**config.mk**
```make
export PLATFORM = sky130hd
export DESIGN_NAME = cmd_frame_tx_flat
export DESIGN_NICKNAME = d
export VERILOG_FILES = /design/src/rtl/cmd_tx_pkg.sv /design/src/rtl/cmd_frame_tx_if.sv /design/src/rtl/cmd_uart_shifter.sv /design/src/rtl/cmd_frame_tx.sv /design/src/flat_wrapper.sv
export SDC_FILE = /design/constraint.sdc
export NUM_CORES = 1
export LEC_CHECK = 0
export ABC_CLOCK_PERIOD_IN_PS = 2600
export CAP_MARGIN = 20
export CORE_MARGIN = 2
export CORE_UTILIZATION = 41
export CTS_CLUSTER_SIZE = 24
export DETAILED_ROUTE_END_ITERATION = 12
export GPL_ROUTABILITY_DRIVEN = 0
export PLACE_DENSITY = 0.57
export SYNTH_ARGS = -nofsm -noshare
export SYNTH_HDL_FRONTEND = slang
export SYNTH_HIERARCHICAL = 1
export SYNTH_SLANG_ARGS = --single-unit
```
**constraint.sdc**
```tcl
create_clock -name clk -period 2.6 [get_ports clk]
set_input_delay 0.52 -clock clk [delete_from_list [all_inputs] [get_ports clk]]
set_output_delay 0.52 -clock clk [all_outputs]
set_load 0.1 [all_outputs]
```
**src/rtl/cmd_tx_pkg.sv**
```systemverilog
// Shared definitions for the car command transmit path: command indices,
// frame tag, transmitter state encoding and the request arbiter helper.
package cmd_tx_pkg;

    localparam int NUM_CMDS = 10;

    localparam int CMD_RST         = 0;
    localparam int CMD_FORWARD     = 1;
    localparam int CMD_BACKWARD    = 2;
    localparam int CMD_LEFT        = 3;
    localparam int CMD_RIGHT       = 4;
    localparam int CMD_AUTO        = 5;
    localparam int CMD_DANCE       = 6;
    localparam int CMD_SHUTDOWN    = 7;
    localparam int CMD_HEADLIGHT   = 8;
    localparam int CMD_YELLOWFLASH = 9;

    localparam logic [3:0] FRAME_TAG = 4'hA;

    typedef enum logic [2:0] {
        IDLE,
        START,
        DATA,
        PARITY,
        STOP
    } tx_state_t;

    // Index of the lowest set request; index 0 (the rst command) wins over all others.
    function automatic logic [3:0] lowest_index(input logic [NUM_CMDS-1:0] req);
        lowest_index = 4'd0;
        for (int i = NUM_CMDS - 1; i >= 0; i--) begin
            if (req[i]) begin
                lowest_index = 4'(i);
            end
        end
    endfunction

endpackage

```
**src/rtl/cmd_frame_tx_if.sv**
```systemverilog
// Command strobe input and serial-side status outputs of the command transmitter.
// The master side is whoever produces strobes and watches the line; the slave
// side is the transmitter itself.
interface cmd_frame_tx_if;
    import cmd_tx_pkg::*;

    logic [NUM_CMDS-1:0] cmd_pulse;
    logic                tx;
    logic                busy;
    logic                tx_done;
    logic                overflow;

    modport master (
        output cmd_pulse,
        input  tx,
        input  busy,
        input  tx_done,
        input  overflow
    );

    modport slave (
        input  cmd_pulse,
        output tx,
        output busy,
        output tx_done,
        output overflow
    );

endinterface

```
**src/rtl/cmd_uart_shifter.sv**
```systemverilog
// Bit-timing datapath for the command UART: baud counter, data bit index and
// the 8-bit shift register holding the frame byte. The owning FSM decides which
// phase of the frame is active; this block only paces it and supplies bits.
// Optional feature macro: CMD_FRAME_TX_PARITY_EN adds the even-parity output.
module cmd_uart_shifter #(
    parameter int CLKS_PER_BIT = 10416
) (
    input  logic       clk,
    input  logic       rst,
    input  logic       i_load,
    input  logic [7:0] i_byteIn,
    input  logic       i_active,
    input  logic       i_shift,
    input  logic       i_countBits,
    output logic       o_bitTick,
    output logic       o_dataBit,
    output logic       o_lastBit
`ifdef CMD_FRAME_TX_PARITY_EN
    ,
    output logic       o_parity
`endif
);

    localparam int CNT_W = (CLKS_PER_BIT > 1) ? $clog2(CLKS_PER_BIT) : 1;
    localparam logic [CNT_W-1:0] LAST_CNT = CNT_W'(CLKS_PER_BIT - 1);

    logic [CNT_W-1:0] r_baudCnt;
    logic [2:0]       r_bitIdx;
    logic [7:0]       r_shiftReg;

    assign o_bitTick = i_active && (r_baudCnt == LAST_CNT);
    assign o_dataBit = r_shiftReg[0];
    assign o_lastBit = (r_bitIdx == 3'd7);

    // Baud counter runs 0..CLKS_PER_BIT-1 while a frame is active and restarts at every bit boundary.
    always_ff @(posedge clk or posedge rst) begin
        if (rst) begin
            r_baudCnt <= '0;
        end else if (i_load || !i_active || o_bitTick) begin
            r_baudCnt <= '0;
        end else begin
            r_baudCnt <= r_baudCnt + 1'b1;
        end
    end

    // Shift register always presents the next bit to send at bit 0; it advances as each bit is handed out.
    always_ff @(posedge clk or posedge rst) begin
        if (rst) begin
            r_shiftReg <= '0;
        end else if (i_load) begin
            r_shiftReg <= i_byteIn;
        end else if (i_shift && o_bitTick) begin
            r_shiftReg <= {1'b0, r_shiftReg[7:1]};
        end
    end

    // Data bit index counts the eight data bits and naturally wraps 7 -> 0 as the data phase ends.
    always_ff @(posedge clk or posedge rst) begin
        if (rst) begin
            r_bitIdx <= '0;
        end else if (i_load) begin
            r_bitIdx <= '0;
        end else if (i_countBits && o_bitTick) begin
            r_bitIdx <= r_bitIdx + 3'd1;
        end
    end

`ifdef CMD_FRAME_TX_PARITY_EN
    logic r_parity;

    assign o_parity = r_parity;

    // Even parity is captured from the whole byte at load time, before shifting destroys it.
    always_ff @(posedge clk or posedge rst) begin
        if (rst) begin
            r_parity <= 1'b0;
        end else if (i_load) begin
            r_parity <= ^i_byteIn;
        end
    end
`endif

endmodule

```
**src/rtl/cmd_frame_tx.sv**
```systemverilog
// Transmit side of the car command link. Latches one-cycle command strobes as
// pending requests and sends them one at a time, lowest index first, as UART
// frames {A, code} on the tx line.
// Optional feature macro: CMD_FRAME_TX_PARITY_EN inserts an even-parity bit (8E1).
module cmd_frame_tx
    import cmd_tx_pkg::*;
#(
    parameter int CLKS_PER_BIT = 10416
) (
    input  logic           clk,
    input  logic           rst,
    cmd_frame_tx_if.slave  bus
);

    tx_state_t           r_state;
    logic [NUM_CMDS-1:0] r_pending;
    logic                r_overflow;
    logic                r_tx;
    logic                r_busy;
    logic                r_txDone;

    logic                w_load;
    logic [NUM_CMDS-1:0] w_grant;
    logic [3:0]          w_code;
    logic [7:0]          w_byte;
    logic                w_bitTick;
    logic                w_dataBit;
    logic                w_lastBit;
    logic                w_active;
    logic                w_shift;
    logic                w_countBits;
`ifdef CMD_FRAME_TX_PARITY_EN
    logic                w_parity;
`endif

    assign w_load      = (r_state == IDLE) && (r_pending != '0);
    assign w_grant     = w_load ? (r_pending & (~r_pending + 10'd1)) : '0;
    assign w_code      = lowest_index(r_pending);
    assign w_byte      = {FRAME_TAG, w_code};
    assign w_active    = (r_state != IDLE);
    assign w_shift     = (r_state == START) || (r_state == DATA);
    assign w_countBits = (r_state == DATA);

    assign bus.tx       = r_tx;
    assign bus.busy     = r_busy;
    assign bus.tx_done  = r_txDone;
    assign bus.overflow = r_overflow;

    cmd_uart_shifter #(
        .CLKS_PER_BIT (CLKS_PER_BIT)
    ) u_shifter (
        .clk         (clk),
        .rst         (rst),
        .i_load      (w_load),
        .i_byteIn    (w_byte),
        .i_active    (w_active),
        .i_shift     (w_shift),
        .i_countBits (w_countBits),
        .o_bitTick   (w_bitTick),
        .o_dataBit   (w_dataBit),
        .o_lastBit   (w_lastBit)
`ifdef CMD_FRAME_TX_PARITY_EN
        ,
        .o_parity    (w_parity)
`endif
    );

    // Pending requests: a new strobe always wins over the clear of the bit being selected.
    always_ff @(posedge clk or posedge rst) begin
        if (rst) begin
            r_pending <= '0;
        end else begin
            r_pending <= (r_pending & ~w_grant) | bus.cmd_pulse;
        end
    end

    // Sticky overflow: a strobe landed on a request that is still waiting to be sent.
    always_ff @(posedge clk or posedge rst) begin
        if (rst) begin
            r_overflow <= 1'b0;
        end else if ((bus.cmd_pulse & r_pending & ~w_grant) != '0) begin
            r_overflow <= 1'b1;
        end
    end

    // Frame sequencer with registered line, busy and done outputs.
    always_ff @(posedge clk or posedge rst) begin
        if (rst) begin
            r_state  <= IDLE;
            r_tx     <= 1'b1;
            r_busy   <= 1'b0;
            r_txDone <= 1'b0;
        end else begin
            r_txDone <= 1'b0;
            case (r_state)
                IDLE: begin
                    r_tx   <= 1'b1;
                    r_busy <= 1'b0;
                    if (w_load) begin
                        r_state <= START;
                        r_tx    <= 1'b0;
                        r_busy  <= 1'b1;
                    end
                end
                START: begin
                    if (w_bitTick) begin
                        r_state <= DATA;
                        r_tx    <= w_dataBit;
                    end
                end
                DATA: begin
                    if (w_bitTick) begin
                        if (w_lastBit) begin
`ifdef CMD_FRAME_TX_PARITY_EN
                            r_state <= PARITY;
                            r_tx    <= w_parity;
`else
                            r_state <= STOP;
                            r_tx    <= 1'b1;
`endif
                        end else begin
                            r_tx <= w_dataBit;
                        end
                    end
                end
                PARITY: begin
                    if (w_bitTick) begin
                        r_state <= STOP;
                        r_tx    <= 1'b1;
                    end
                end
                STOP: begin
                    if (w_bitTick) begin
                        r_state  <= IDLE;
                        r_busy   <= 1'b0;
                        r_txDone <= 1'b1;
                    end
                end
                default: begin
                    r_state <= IDLE;
                    r_tx    <= 1'b1;
                    r_busy  <= 1'b0;
                end
            endcase
        end
    end

endmodule

```
**src/flat_wrapper.sv**
```systemverilog
// flat-port wrapper written by rule: the top's interface ports become plain ports
module cmd_frame_tx_flat import cmd_tx_pkg::*;
#(
    parameter int CLKS_PER_BIT = 10416
)
  (clk, rst, bus_cmd_pulse, bus_tx, bus_busy, bus_tx_done, bus_overflow);
  cmd_frame_tx_if bus_i ();
  input  logic clk;
  input  logic rst;
  input wire logic [$bits(bus_i.cmd_pulse)-1:0] bus_cmd_pulse;
  output wire logic [$bits(bus_i.tx)-1:0] bus_tx;
  output wire logic [$bits(bus_i.busy)-1:0] bus_busy;
  output wire logic [$bits(bus_i.tx_done)-1:0] bus_tx_done;
  output wire logic [$bits(bus_i.overflow)-1:0] bus_overflow;
  assign bus_i.cmd_pulse = bus_cmd_pulse;
  assign bus_tx = bus_i.tx;
  assign bus_busy = bus_i.busy;
  assign bus_tx_done = bus_i.tx_done;
  assign bus_overflow = bus_i.overflow;
  cmd_frame_tx #(.CLKS_PER_BIT(CLKS_PER_BIT)) u_core (.clk(clk), .rst(rst), .bus(bus_i));
endmodule
```
# Word-level counts from Yosys, hierarchy flattened
# Cells that the tools add are included.
# word_totals
regBits	42
inputBits	12
out_inout_bits	4
elab_cells	85
# classes
addsub	3
n_eq_ne	12
n_mux	34
bitwise	9
reduce_logical	18
# op_table
operator	count
10-bit bitwise AND	4
4-bit 2-to-1 mux	10
3-bit 2-to-1 mux	8
10-bit NOT	2
10-bit nonzero test	2
8-bit 2-to-1 mux	2
3-bit one-hot mux with 5 select lines	1
14-bit by 1-bit adder with 14-bit output (second input constant)	1
14-bit equality test (second input constant)	1
14-bit 2-to-1 mux	1
10-bit by 1-bit adder with 10-bit output (second input constant)	1
10-bit 2-to-1 mux	1
10-bit bitwise OR	1
1-bit 2-to-1 mux	9
2-bit != test (second input constant)	4
3-bit by 2-bit equality test with 1-bit output (second input constant)	2
3-bit equality test (second input constant)	2
6-bit AND reduction	1
1-bit one-hot mux with 5 select lines	1
1-bit logical AND	4
2-bit by 1-bit != test with 1-bit output (second input constant)	2
4-bit AND reduction	1
2-bit nonzero test	2
3-bit by 1-bit adder with 3-bit output (second input constant)	1
other kinds (9)	12

# Depth between registers and ports, before layout
# Gate-level depths: netlist of the first run.
# depth
depth_word	11
mapped_depth	9
depth_no_buf	7

# Cells and area by module
# The synthesis of the first run kept the hierarchy.
# by_module_without_submodules
mod	n_inst	cells_each	area_per_inst_um2	seq_area_each_um2
cmd_uart_shifter	1	127	1297.5	625.6
cmd_frame_tx	1	101	955.9	426.7

# Least setup slack after synthesis of the first run
# OpenSTA, ideal clock, no wires.
# synth_path
path_kind	register -> register
startpoint	register u_core.r_state[0]
endpoint	register u_core.u_shifter.r_shiftReg[0]
setup_time_ps	141
t_arrival_ps	1900
required_ps	2459
slack_ps	559
path_stages_with_launch	10
n_path_buf	3
synth_period_minus_slack_ps	2041
cell_sequence	dfrtp_1 -> buf_6 -> xnor2_1 -> nor2_1 -> buf_4 -> or3b_1 -> or4_1 -> buf_2 -> nand2_1 -> a31oi_1
# synth_via
elab_chain_len	4
elab_cells_between_ends	10
classes_between	2 x eq/ne; 1 x mux; 7 x reduce/logical
# synth_lines
item	line_no	source
start, declared	cmd_frame_tx.sv:15	tx_state_t r_state;
start signal, assigned	cmd_frame_tx.sv:89	r_state <= IDLE;
start signal, assigned	cmd_frame_tx.sv:100	r_state <= START;
start signal, assigned	cmd_frame_tx.sv:107	r_state <= DATA;
3-bit by 1-bit equality test with 1-bit output / 3-bit by 2-bit equality test with 1-bit output (equally long branches)	cmd_frame_tx.sv:41	assign w_shift = (r_state == START) || (r_state == DATA);
1-bit logical OR (*)	cmd_frame_tx.sv:41	
named net u_core.w_shift	cmd_frame_tx.sv:30	logic w_shift;
1-bit logical AND (*)	cmd_uart_shifter.sv:52	end else if (i_shift && o_bitTick) begin
2-bit nonzero test (no source line) (*)	--	
end signal, assigned	cmd_uart_shifter.sv:51	r_shiftReg <= i_byteIn;
end signal, assigned	cmd_uart_shifter.sv:53	r_shiftReg <= {1'b0, r_shiftReg[7:1]};
end, declared	cmd_uart_shifter.sv:29	logic [7:0] r_shiftReg;
# Mark *: on every way through the listed nets, which the timed path passes. The rest lies on a longest branch.
# A chain may end at the register's enable or synchronous reset.

# Worst setup path after layout of the first run
# layout_path
startpoint	register u_core.r_state[0]
endpoint	register u_core.u_shifter.r_shiftReg[1]
# Same word-level chain as after synthesis.

==> results.py, run 1 <==
metrics = {
    "outcome": {
        "status": "finished clean",
    },
    "clock_network": {
        "clock_path_buffers": 2,
        "clk_latency_ns": 0.29,
        "cts_inserted_buffers": 5,
        "cts_setup_buffers": 0,
        "cts_hold_buf": 0,
        "root_buffer": "clkbuf_8",
        "clkTransAtPathRegs_ns": 0.08,
        "cts.sinks": 42,
        "h-tree-depth": 2,
        "postCtsResizedCells": 0,
        "cts_tree": "done",
    },
    "global_route": {
        "grt_pass1_wl_um": 7403,
        "antenna_found_initial": 0,
        "track_usage": 0.1515,
        "grt_pass1_vias": 1615,
        "grt_max_degree": 26,
        "grt_overflow": 0,
    },
    "sta": {
        "fin_skew_ns": 0.008739,
        "max-slew-margin-rel": 0.5668,
        "finalCriticalPeriod_ns": 2.099,
        "fin_crit_sh": 0.8071,
        "setup-violations-final": 0,
        "hold_viol": 0,
        "drv_slew": 0,
        "worst_slack_ns": 0.5015,
        "rsz0062_at_grt": "no",
        "fin_tns_setup_ns": 0,
        "worstMarginPinSlew_ns": 0.6491,
        "max_freq_ghz": 0.4765,
    },
    "routing": {
        "dr.pass1.iters": 4,
        "vias": 1654,
        "drt-total-wl_um": 4259,
        "detail_route.vias_per_cell": 5.153,
        "drtIter0Drc": 99,
        "final_antenna_net_count": 0,
        "drc_errors": 0,
        "routedWlPerCell_um": 13.27,
    },
    "setup_path": {
        "cp_cell_sequence": "xnor2_1 > nor2_1 > or3b_1 > or4_1 > nand2_1 > a31oi_1",
        "worst-path-buf-inv": 0,
        "path_class": "reg2reg",
        "cp_max_fo": 8,
        "crit_path_start_kind": "flop",
        "slowest_stage": "or4_1",
        "cp-end-kind": "flop",
        "slowest_delay_ns": 0.68,
        "critPathTopFamily": "simple AND/OR/NAND/NOR gates",
        "cp.required_ns": 2.75,
        "arrival_ns": 2.25,
    },
    "synthesis": {
        "synth_cell_types": 55,
        "synth-async-reset-ratio": 1.000,
        "synth.yosys.seq_area_share": 0.4670,
        "synth_edf_count": 0,
        "syn_area_sq_um": 2253,
        "yosysWarningCount": 6,
        "syn_inst": 228,
        "synth-seq-cells": 42,
        "synth_area_per_cell_sq_um": 9.883,
        "synth-main-ff-cell": "dfrtp_1",
    },
    "power": {
        "p_leak_nw": 1.174,
        "peakVddDrop_uv": 211.8,
        "power_density_nw_per_um2": 476.1,
    },
    "layout": {
        "layout-drive-gt1-share": 0.1394,
        "fillers": 504,
        "final_cells": 321,
        "syn_to_final_growth_pct": 14.44,
        "multiInputGateArea_sq_um": 1085,
        "diodes": 0,
        "regArea_sq_um": 1052,
        "layout.nets": 265,
        "design_area_sq_um": 2579,
    },
    "floorplan": {
        "pin_count": 16,
        "rows": 26,
        "start_util": 0.4329,
        "coreArea_sq_um": 5205,
        "chipHeight_um": 78.14,
        "die_w_um": 78.14,
        "dieArea_sq_um": 6105,
    },
    "place": {
        "post-dp-hpwl_um": 3094,
        "placed_area_sq_um": 2462,
        "place_inst": 313,
        "post-place-ws_ns": 0.5070,
        "io_buffers": 15,
    },
    "run": {
        "cap_viol_max_count": 0,
    },
    "min_path": {
        "hp-class": "reg2reg",
    },
}
-- worst reg2reg max path, cell delays in order (launching register included) --
cell and delay [ns]:
dfrtp_1 0.46, xnor2_1 0.15, nor2_1 0.12, or3b_1 0.34
or4_1 0.68, nand2_1 0.13, a31oi_1 0.09
-- synthesized netlist by cell type (3+ instances only) --
cell | n | area, sq um
a21o_1 | 4 | 30.03
a21oi_1 | 6 | 30.03
a31oi_1 | 9 | 56.30
buf_6 | 3 | 33.78
dfrtp_1 | 41 | 1026
ha_1 | 3 | 37.54
inv_1 | 12 | 45.04
nand2_1 | 19 | 71.32
nand2b_1 | 3 | 18.77
nand3_1 | 13 | 65.06
nand4_1 | 5 | 31.28
nor2_1 | 29 | 108.9
nor3_1 | 5 | 25.02
nor4_4 | 3 | 63.81
o21ai_0 | 6 | 30.03
or3_1 | 3 | 18.77
xnor2_1 | 3 | 26.28
xor2_1 | 10 | 87.58
-- layout by cell type, fill, tap and decap left out, types with 5 or more instances in the layout --
| cell | instances |
|---|---|
| nand2_1 | 19 |
| clkdlybuf4s50_1 | 11 |
| a21oi_1 | 6 |
| nand3_1 | 13 |
| buf_4 | 11 |
| o21ai_0 | 6 |
| a31oi_1 | 9 |
| dfrtp_1 | 41 |
| nor2_1 | 29 |
| xor2_1 | 10 |
| nand4_1 | 5 |
| inv_1 | 12 |
| clkbuf_8 | 6 |
| nor3_1 | 5 |
-- metal layers --
metal / up-vias / GRT usage / wire, um
met5: - / 0 / 0
met3: 7 / 0.03333 / 115
met1: 788 / 0.2133 / 2194
met4: 0 / 0.05789 / 64
met2: 21 / 0.2284 / 1883
li1: 838 / - / -
-- layout make-up --
type                       count  area share
clock buffer                   7     0.03348
clock inverter                 1     0.01164
inverter                      12     0.01747
multi-input combinational    167      0.4207
sequential                    42      0.4081
tap                           70     0.03396
timing repair buffer          22     0.07472
-- cells by family after synthesis --
family | after synthesis | synth area share
other cells | 2 | 0.003333
mux | 2 | 0.008884
xor+xnor | 13 | 0.05053
fa+ha+maj | 3 | 0.01666
flops | 42 | 0.4670
buf+inv | 21 | 0.05497
compound gates | 43 | 0.1360
simple gates | 102 | 0.2626
-- through the flow --
| step | power, mW | hold slack [ns] | util |
|---|---|---|---|
| 2_1_floorplan | 0.6892 | 0.4453 | - |
| 3_3_place_gp | 0.7141 | 0.4632 | 0.4731 |
| 3_5_place_dp | 0.7140 | 0.4674 | 0.4731 |
| 4_1_cts | 1.253 | 0.4858 | 0.4954 |
| 5_1_grt | 1.282 | 0.5056 | 0.4954 |
| 6_report | 1.228 | 0.4814 | 0.4954 |
-- power by group --
part	total (mW)	internal (mW)	leakage (nW)	switching, mW
Combinational	0.0420	0.0208	0.619	0.0212
Sequential	0.658	0.656	0.496	0.00171
Clock	0.528	0.313	0.0585	0.215
-- state kept, by name, indices dropped and copies added (netlist names) --
signal,cells
u_core/u_shifter/r_baudCnt,14
u_core/r_pending,10
u_core/u_shifter/r_shiftReg,8
u_core/r_state,3
u_core/u_shifter/r_bitIdx,3
u_core/bus.busy,1
u_core/bus.overflow,1
u_core/bus.tx,1
u_core/bus.tx_done,1
-- worst paths after layout --
path                            depth (start not counted)                             end  slack [ns]               from
worst max-delay path                                    6  u_core/u_shifter/r_shiftReg[1]        0.50  u_core/r_state[0]
min in group asynchronous                               3   u_core/u_shifter/r_baudCnt[1]        0.60                rst
worst min register to register                          1                 u_core/bus.busy        0.48    u_core/bus.busy
worst max register to register                          6  u_core/u_shifter/r_shiftReg[1]        0.50  u_core/r_state[0]
max in group asynchronous                               2             u_core/r_pending[1]        1.54                rst
worst min-delay path                                    1                 u_core/bus.busy        0.48    u_core/bus.busy
Note: power is estimated with default switching activity, not from simulation.
==> run 2, diff against run 1 <==
--- a/config.mk
+++ b/config.mk
@@ -5,14 +5,14 @@
 export SDC_FILE = /design/constraint.sdc
 export NUM_CORES = 1
 export LEC_CHECK = 0
-export ABC_CLOCK_PERIOD_IN_PS = 2600
+export ABC_CLOCK_PERIOD_IN_PS = 1900
 export CAP_MARGIN = 20
 export CORE_MARGIN = 2
 export CORE_UTILIZATION = 41
 export CTS_CLUSTER_SIZE = 24
 export DETAILED_ROUTE_END_ITERATION = 12
 export GPL_ROUTABILITY_DRIVEN = 0
-export PLACE_DENSITY = 0.57
+export PLACE_DENSITY = 0.59
 export SYNTH_ARGS = -nofsm -noshare
 export SYNTH_HDL_FRONTEND = slang
 export SYNTH_HIERARCHICAL = 1
==> constraint.sdc (replaced) <==
create_clock -name clk -period 1.9 [get_ports clk]
set_input_delay 0.38 -clock clk [delete_from_list [all_inputs] [get_ports clk]]
set_output_delay 0.38 -clock clk [all_outputs]
set_load 0.1 [all_outputs]
==> results.py, run 2 (same netlist as run 1, synthesis figures left out) <==
metrics = {
    "power": {
        "peakVddDrop_uv": 275.8,
        "power_density_nw_per_um2": 593.8,
        "clock_power_share": 0.422,
        "p_sw_frac": 0.2067,
        "p_total_mw": 1.662,
        "internal_power_mw": 1.318,
        "switching_power_mw": 0.3435,
        "pwr-share-seq": 0.541,
        "p_leak_nw": 1.330,
        "p_comb_frac": 0.036,
    },
    "setup_path": {
        "arrival_ns": 1.99,
        "cp_cell_sequence": "or3_1 > buf_4 > nand2b_4 > or3_1 > nand3_1 > o2111ai_1",
        "cp_max_fo": 9,
        "crit_path_start_kind": "flop",
        "cp_common_cell": "or3_1",
        "worstReg2RegStart": "u_core/r_state[2]",
        "r2r_cells": 6,
        "slowest_delay_ns": 0.41,
        "slowest_stage": "dfrtp_1",
        "cp-end-kind": "flop",
        "cp.required_ns": 2.06,
        "reg2reg_to": "u_core/bus.overflow",
        "ff2ff_setup_slack_ns": 0.07,
        "path_class": "reg2reg",
    },
    "routing": {
        "drt-total-wl_um": 4572,
        "top_layer": "met4",
        "wl_met2_um": 2153,
        "wl_met1_um": 2227,
        "routedWlPerCell_um": 13.37,
        "dr.pass1.iters": 4,
        "drtIter0Drc": 66,
        "vias": 1766,
        "final_antenna_net_count": 0,
        "met3WireLength_um": 148,
        "detail_route.vias_per_cell": 5.164,
        "drc_errors": 0,
    },
    "layout": {
        "final_core_util": 0.5377,
        "syn_to_final_growth_pct": 24.21,
        "fillers": 478,
        "final_common_cell": "dfrtp_1",
        "largest_register_ffs": 14,
        "top_regs": "u_core/u_shifter/r_baudCnt: 14 flops, u_core/r_pending: 10 flops, u_core/u_shifter/r_shiftReg: 8 flops",
        "design_area_sq_um": 2799,
        "diodes": 0,
        "largest-register": "u_core/u_shifter/r_baudCnt",
        "final_cell_mix": "dfrtp_1 (41), buf_4 (29), nor2_1 (28), nand2_1 (18), nand3_1 (13)",
        "layout.nets": 286,
        "layout-drive-gt1-share": 0.2316,
    },
    "clock_network": {
        "clock_path_buffers": 2,
        "h-tree-depth": 2,
        "root_buffer": "clkbuf_8",
        "cts.sinks": 42,
        "cts_inserted_buffers": 5,
        "clk_latency_ns": 0.29,
        "cts_tree": "done",
        "clkTransAtPathRegs_ns": 0.09,
    },
    "sta": {
        "rsz0062_at_grt": "yes",
        "drv_slew": 0,
        "max_freq_ghz": 0.5452,
        "fin_crit_sh": 0.9654,
        "fin_skew_ns": 0.009477,
        "setup-violations-final": 0,
        "finalCriticalPeriod_ns": 1.834,
        "hold_viol": 0,
    },
    "outcome": {
        "status": "finished clean",
    },
    "run": {
        "cap_viol_max_count": 0,
    },
    "global_route": {
        "grt_max_degree": 26,
        "track_usage": 0.1629,
        "grt_pass1_wl_um": 7866,
        "grt_pass1_vias": 1657,
        "grt_overflow": 0,
        "antenna_found_initial": 0,
    },
    "floorplan": {
        "dieArea_sq_um": 6105,
        "die_w_um": 78.14,
        "coreArea_sq_um": 5205,
        "start_util": 0.4329,
        "pin_count": 16,
        "chipHeight_um": 78.14,
        "rows": 26,
    },
    "min_path": {
        "hp-class": "in2async",
    },
    "place": {
        "placed_area_sq_um": 2618,
        "post-dp-hpwl_um": 3260,
        "io_buffers": 15,
    },
}
==> run 2: worst max-delay path, delay by kind of cell, from the launching register on <==
| kind | cells | cell delay, ns |
|---|---|---|
| simple gates | 4 | 1.00 |
| buf+inv | 1 | 0.19 |
| compound gates | 1 | 0.10 |
| flops | 1 | 0.41 |
==> run 2: per-layer routing <==
| metal | up-vias | track usage |
|---|---|---|
| met5 | - | 0 |
| met4 | 0 | 0.05789 |
| met3 | 4 | 0.03103 |
| met2 | 31 | 0.2509 |
| met1 | 847 | 0.2300 |
| li1 | 884 | - |
==> run 2: area by class of cell <==
class                           instances  area, sq um  area share
Clock buffer                            5        68.82     0.02459
Timing Repair Buffer                   43        370.4      0.1323
Sequential cell                        42         1052      0.3760
Tap cell                               70        87.58     0.03129
Clock inverter                          3        45.04     0.01609
Inverter                               12        45.04     0.01609
Multi-Input combinational cell        167         1130      0.4037
==> run 2: power groups by stage <==
| stage | logic (mW) | registers, mW | clock network, mW |
|---|---|---|---|
| global route | 0.0694 | 0.900 | 0.771 |
| floorplan | 0.0265 | 0.917 | 0 |
| CTS | 0.0624 | 0.900 | 0.730 |
| detailed placement | 0.0623 | 0.917 | 0 |
| global placement | 0.0623 | 0.917 | 0 |
| finish | 0.0606 | 0.900 | 0.702 |
==> run 2: how the worst max path moves through the flow <==
stage,startpoint,end,slack (ns),depth (start not counted)
final,u_core/r_state[2],u_core/bus.overflow,0.07,6
after global routing,u_core/r_state[1],u_core/u_shifter/r_shiftReg[5],-0.06,6
after CTS,u_core/r_state[2],u_core/u_shifter/r_baudCnt[6],0.01,6
after detailed placement,u_core/r_state[1],u_core/u_shifter/r_shiftReg[6],-0.02,6
after global placement,u_core/r_state[1],u_core/u_shifter/r_shiftReg[5],0.002,6
after floorplan,u_core/r_state[0],u_core/u_shifter/r_baudCnt[10],-0.13,9
==> run 2: through the flow <==
step,hold slack (ns),worst slack [ns],setup TNS (ns),cells
3_3_place_gp,0.4632,0.001984,0,332
2_1_floorplan,0.3053,-0.1295,-1.763,230
4_1_cts,0.4461,0.01325,0,340
6_report,0.4431,0.06568,0,342
5_1_grt,0.4899,-0.05752,-0.3881,342
3_5_place_dp,0.4742,-0.02199,-0.05385,332
==> run 2: what timing repair did <==
item,in CTS,in global routing
endpoints found under the hold margin,0,0
hold buffers,0,0
pin swaps,0,3
setup endpoints to repair,9,16
gates resized for setup,3,8
buffers inserted,0,2
==> run 3, diff against run 2 <==
--- a/config.mk
+++ b/config.mk
@@ -5,14 +5,14 @@
 export SDC_FILE = /design/constraint.sdc
 export NUM_CORES = 1
 export LEC_CHECK = 0
-export ABC_CLOCK_PERIOD_IN_PS = 1900
+export ABC_CLOCK_PERIOD_IN_PS = 2250
 export CAP_MARGIN = 20
 export CORE_MARGIN = 2
 export CORE_UTILIZATION = 41
 export CTS_CLUSTER_SIZE = 24
 export DETAILED_ROUTE_END_ITERATION = 12
 export GPL_ROUTABILITY_DRIVEN = 0
-export PLACE_DENSITY = 0.59
+export PLACE_DENSITY = 0.57
 export SYNTH_ARGS = -nofsm -noshare
 export SYNTH_HDL_FRONTEND = slang
 export SYNTH_HIERARCHICAL = 1
==> constraint.sdc (replaced) <==
create_clock -name clk -period 2.25 [get_ports clk]
set_input_delay 0.45 -clock clk [delete_from_list [all_inputs] [get_ports clk]]
set_output_delay 0.45 -clock clk [all_outputs]
set_load 0.1 [all_outputs]
==> results.py, run 3 (same netlist as run 1, synthesis figures left out) <==
metrics = {
    "sta": {
        "setup-violations-final": 0,
        "fin_skew_ns": 0.01056,
        "worstMarginPinSlew_ns": 0.6933,
        "max-slew-margin-rel": 0.5373,
        "fin_tns_setup_ns": 0,
        "finalCriticalPeriod_ns": 2.071,
        "fin_crit_sh": 0.9206,
        "drv_slew": 0,
        "rsz0062_at_grt": "no",
        "max_freq_ghz": 0.4828,
        "hold_viol": 0,
    },
    "setup_path": {
        "cp-end-kind": "flop",
        "crit_path_start_kind": "flop",
        "arrival_ns": 2.23,
        "cp_cell_sequence": "or3_1 > buf_4 > nand3b_1 > nor3_1 > nand2b_1 > a21oi_1",
        "reg2reg_to": "u_core/r_state[0]",
        "cp_max_fo": 11,
        "slowest_delay_ns": 0.49,
        "worstReg2RegStart": "u_core/r_state[2]",
        "slowest_stage": "dfrtp_1",
        "cp.required_ns": 2.41,
        "r2r_cells": 6,
        "path_class": "reg2reg",
        "ff2ff_setup_slack_ns": 0.18,
        "critPathLaunch": "u_core/r_state[2]",
    },
    "clock_network": {
        "clkTransAtPathRegs_ns": 0.07,
        "cts_inserted_buffers": 5,
        "h-tree-depth": 2,
        "root_buffer": "clkbuf_8",
        "clock_path_buffers": 2,
        "cts.sinks": 42,
        "cts_tree": "done",
        "cts_setup_buffers": 0,
        "clk_latency_ns": 0.29,
    },
    "run": {
        "cap_viol_max_count": 0,
    },
    "routing": {
        "final_antenna_net_count": 0,
        "vias": 1658,
        "drt-total-wl_um": 4274,
        "dr.pass1.iters": 4,
        "drc_errors": 0,
        "drtIter0Drc": 91,
        "detail_route.vias_per_cell": 5.133,
        "routedWlPerCell_um": 13.23,
    },
    "layout": {
        "final_common_cell": "dfrtp_1",
        "final_core_util": 0.5041,
        "top_regs": "u_core/u_shifter/r_baudCnt: 14 flops, u_core/r_pending: 10 flops, u_core/u_shifter/r_shiftReg: 8 flops",
        "layout.nets": 267,
        "layout-drive-gt1-share": 0.1542,
        "largest-register": "u_core/u_shifter/r_baudCnt",
        "largest_register_ffs": 14,
        "diodes": 0,
        "final_cells": 323,
        "syn_to_final_growth_pct": 16.44,
        "final_cell_mix": "dfrtp_1 (41), nor2_1 (29), nand2_1 (19), buf_4 (13), nand3_1 (13)",
    },
    "min_path": {
        "hold_path.startpoint": "u_core/bus.busy",
        "hp-class": "reg2reg",
        "min_path_cells": 1,
        "min_to": "u_core/bus.busy",
    },
    "power": {
        "p_leak_nw": 1.198,
        "peakVddDrop_uv": 330.0,
        "power_density_nw_per_um2": 588.6,
    },
    "floorplan": {
        "dieArea_sq_um": 6105,
        "start_util": 0.4329,
        "die_w_um": 78.14,
        "rows": 26,
        "chipHeight_um": 78.14,
        "coreArea_sq_um": 5205,
        "pin_count": 16,
    },
    "global_route": {
        "grt_pass1_vias": 1632,
        "track_usage": 0.1591,
        "grt_overflow": 0,
        "antenna_found_initial": 0,
        "grt_max_degree": 26,
        "grt_pass1_wl_um": 7748,
    },
    "outcome": {
        "status": "finished clean",
    },
    "place": {
        "post-dp-hpwl_um": 3036,
        "place_inst": 315,
        "io_buffers": 15,
    },
}
## run 3: cell count changes in the layout (fill, tap and decap cells not counted), moves of 2 or more
cell / change
buf_6: -2
o41ai_4: -2
o41ai_2: +2
clkinvlp_4: -2
buf_4: -16
## run 3: how the worst max path moves through the flow
stage                                           to  cells after the start
floorplan           u_core/u_shifter/r_shiftReg[0]                      9
global placement    u_core/u_shifter/r_shiftReg[4]                      6
detailed placement  u_core/u_shifter/r_shiftReg[0]                      6
CTS                 u_core/u_shifter/r_shiftReg[0]                      6
global route                       u_core/bus.busy                      7
finish                           u_core/r_state[0]                      6
## run 3: per-layer routing
metal | global-route usage | part of all wire
met2 | 0.2379 | 0.46
met4 | 0.04737 | 0.0063
met5 | 0 | 0
met1 | 0.2272 | 0.50
met3 | 0.04138 | 0.033
## run 3: critical path: cells and delay by family, from the launching register on
family,cells,cell delay (ns)
compound gates,1,0.07
flops,1,0.49
buf+inv,1,0.19
simple gates,4,1.20
## run 3: where the power goes
| part | total [mW] | internal, mW | switching (mW) |
|---|---|---|---|
| clock network | 0.735 | 0.473 | 0.262 |
| registers | 0.760 | 0.758 | 0.00213 |
| logic | 0.0490 | 0.0241 | 0.0249 |
| total | 1.54 | 1.26 | 0.289 |
## run 3: through the flow
| stage | hold slack, ns | total power [mW] | worst slack (ns) | instance area [sq um] |
|---|---|---|---|---|
| floorplan | 0.3753 | 0.7964 | 0.2087 | 2261 |
| global placement | 0.4631 | 0.8250 | 0.1923 | 2477 |
| detailed placement | 0.4711 | 0.8253 | 0.1493 | 2477 |
| CTS | 0.4891 | 1.569 | 0.1374 | 2620 |
| global route | 0.5245 | 1.609 | 0.03866 | 2624 |
| finish | 0.4818 | 1.544 | 0.1787 | 2624 |
## run 3: layout make-up
| cell class | count | area [sq um] |
|---|---|---|
| fill | 501 | 2581 |
| timing repair buffer | 24 | 207.7 |
| multi-input combinational | 167 | 1089 |
| inverter | 12 | 45.04 |
| tap | 70 | 87.58 |
| sequential | 42 | 1052 |
| clock inverter | 2 | 60.06 |
| clock buffer | 6 | 82.58 |
## run 3: what timing repair did
item                                   in CTS  in global routing
endpoints found under the hold margin       0                  0
hold buffers                                0                  0
setup endpoints to repair                   0                  5
resized for setup                           0                  1
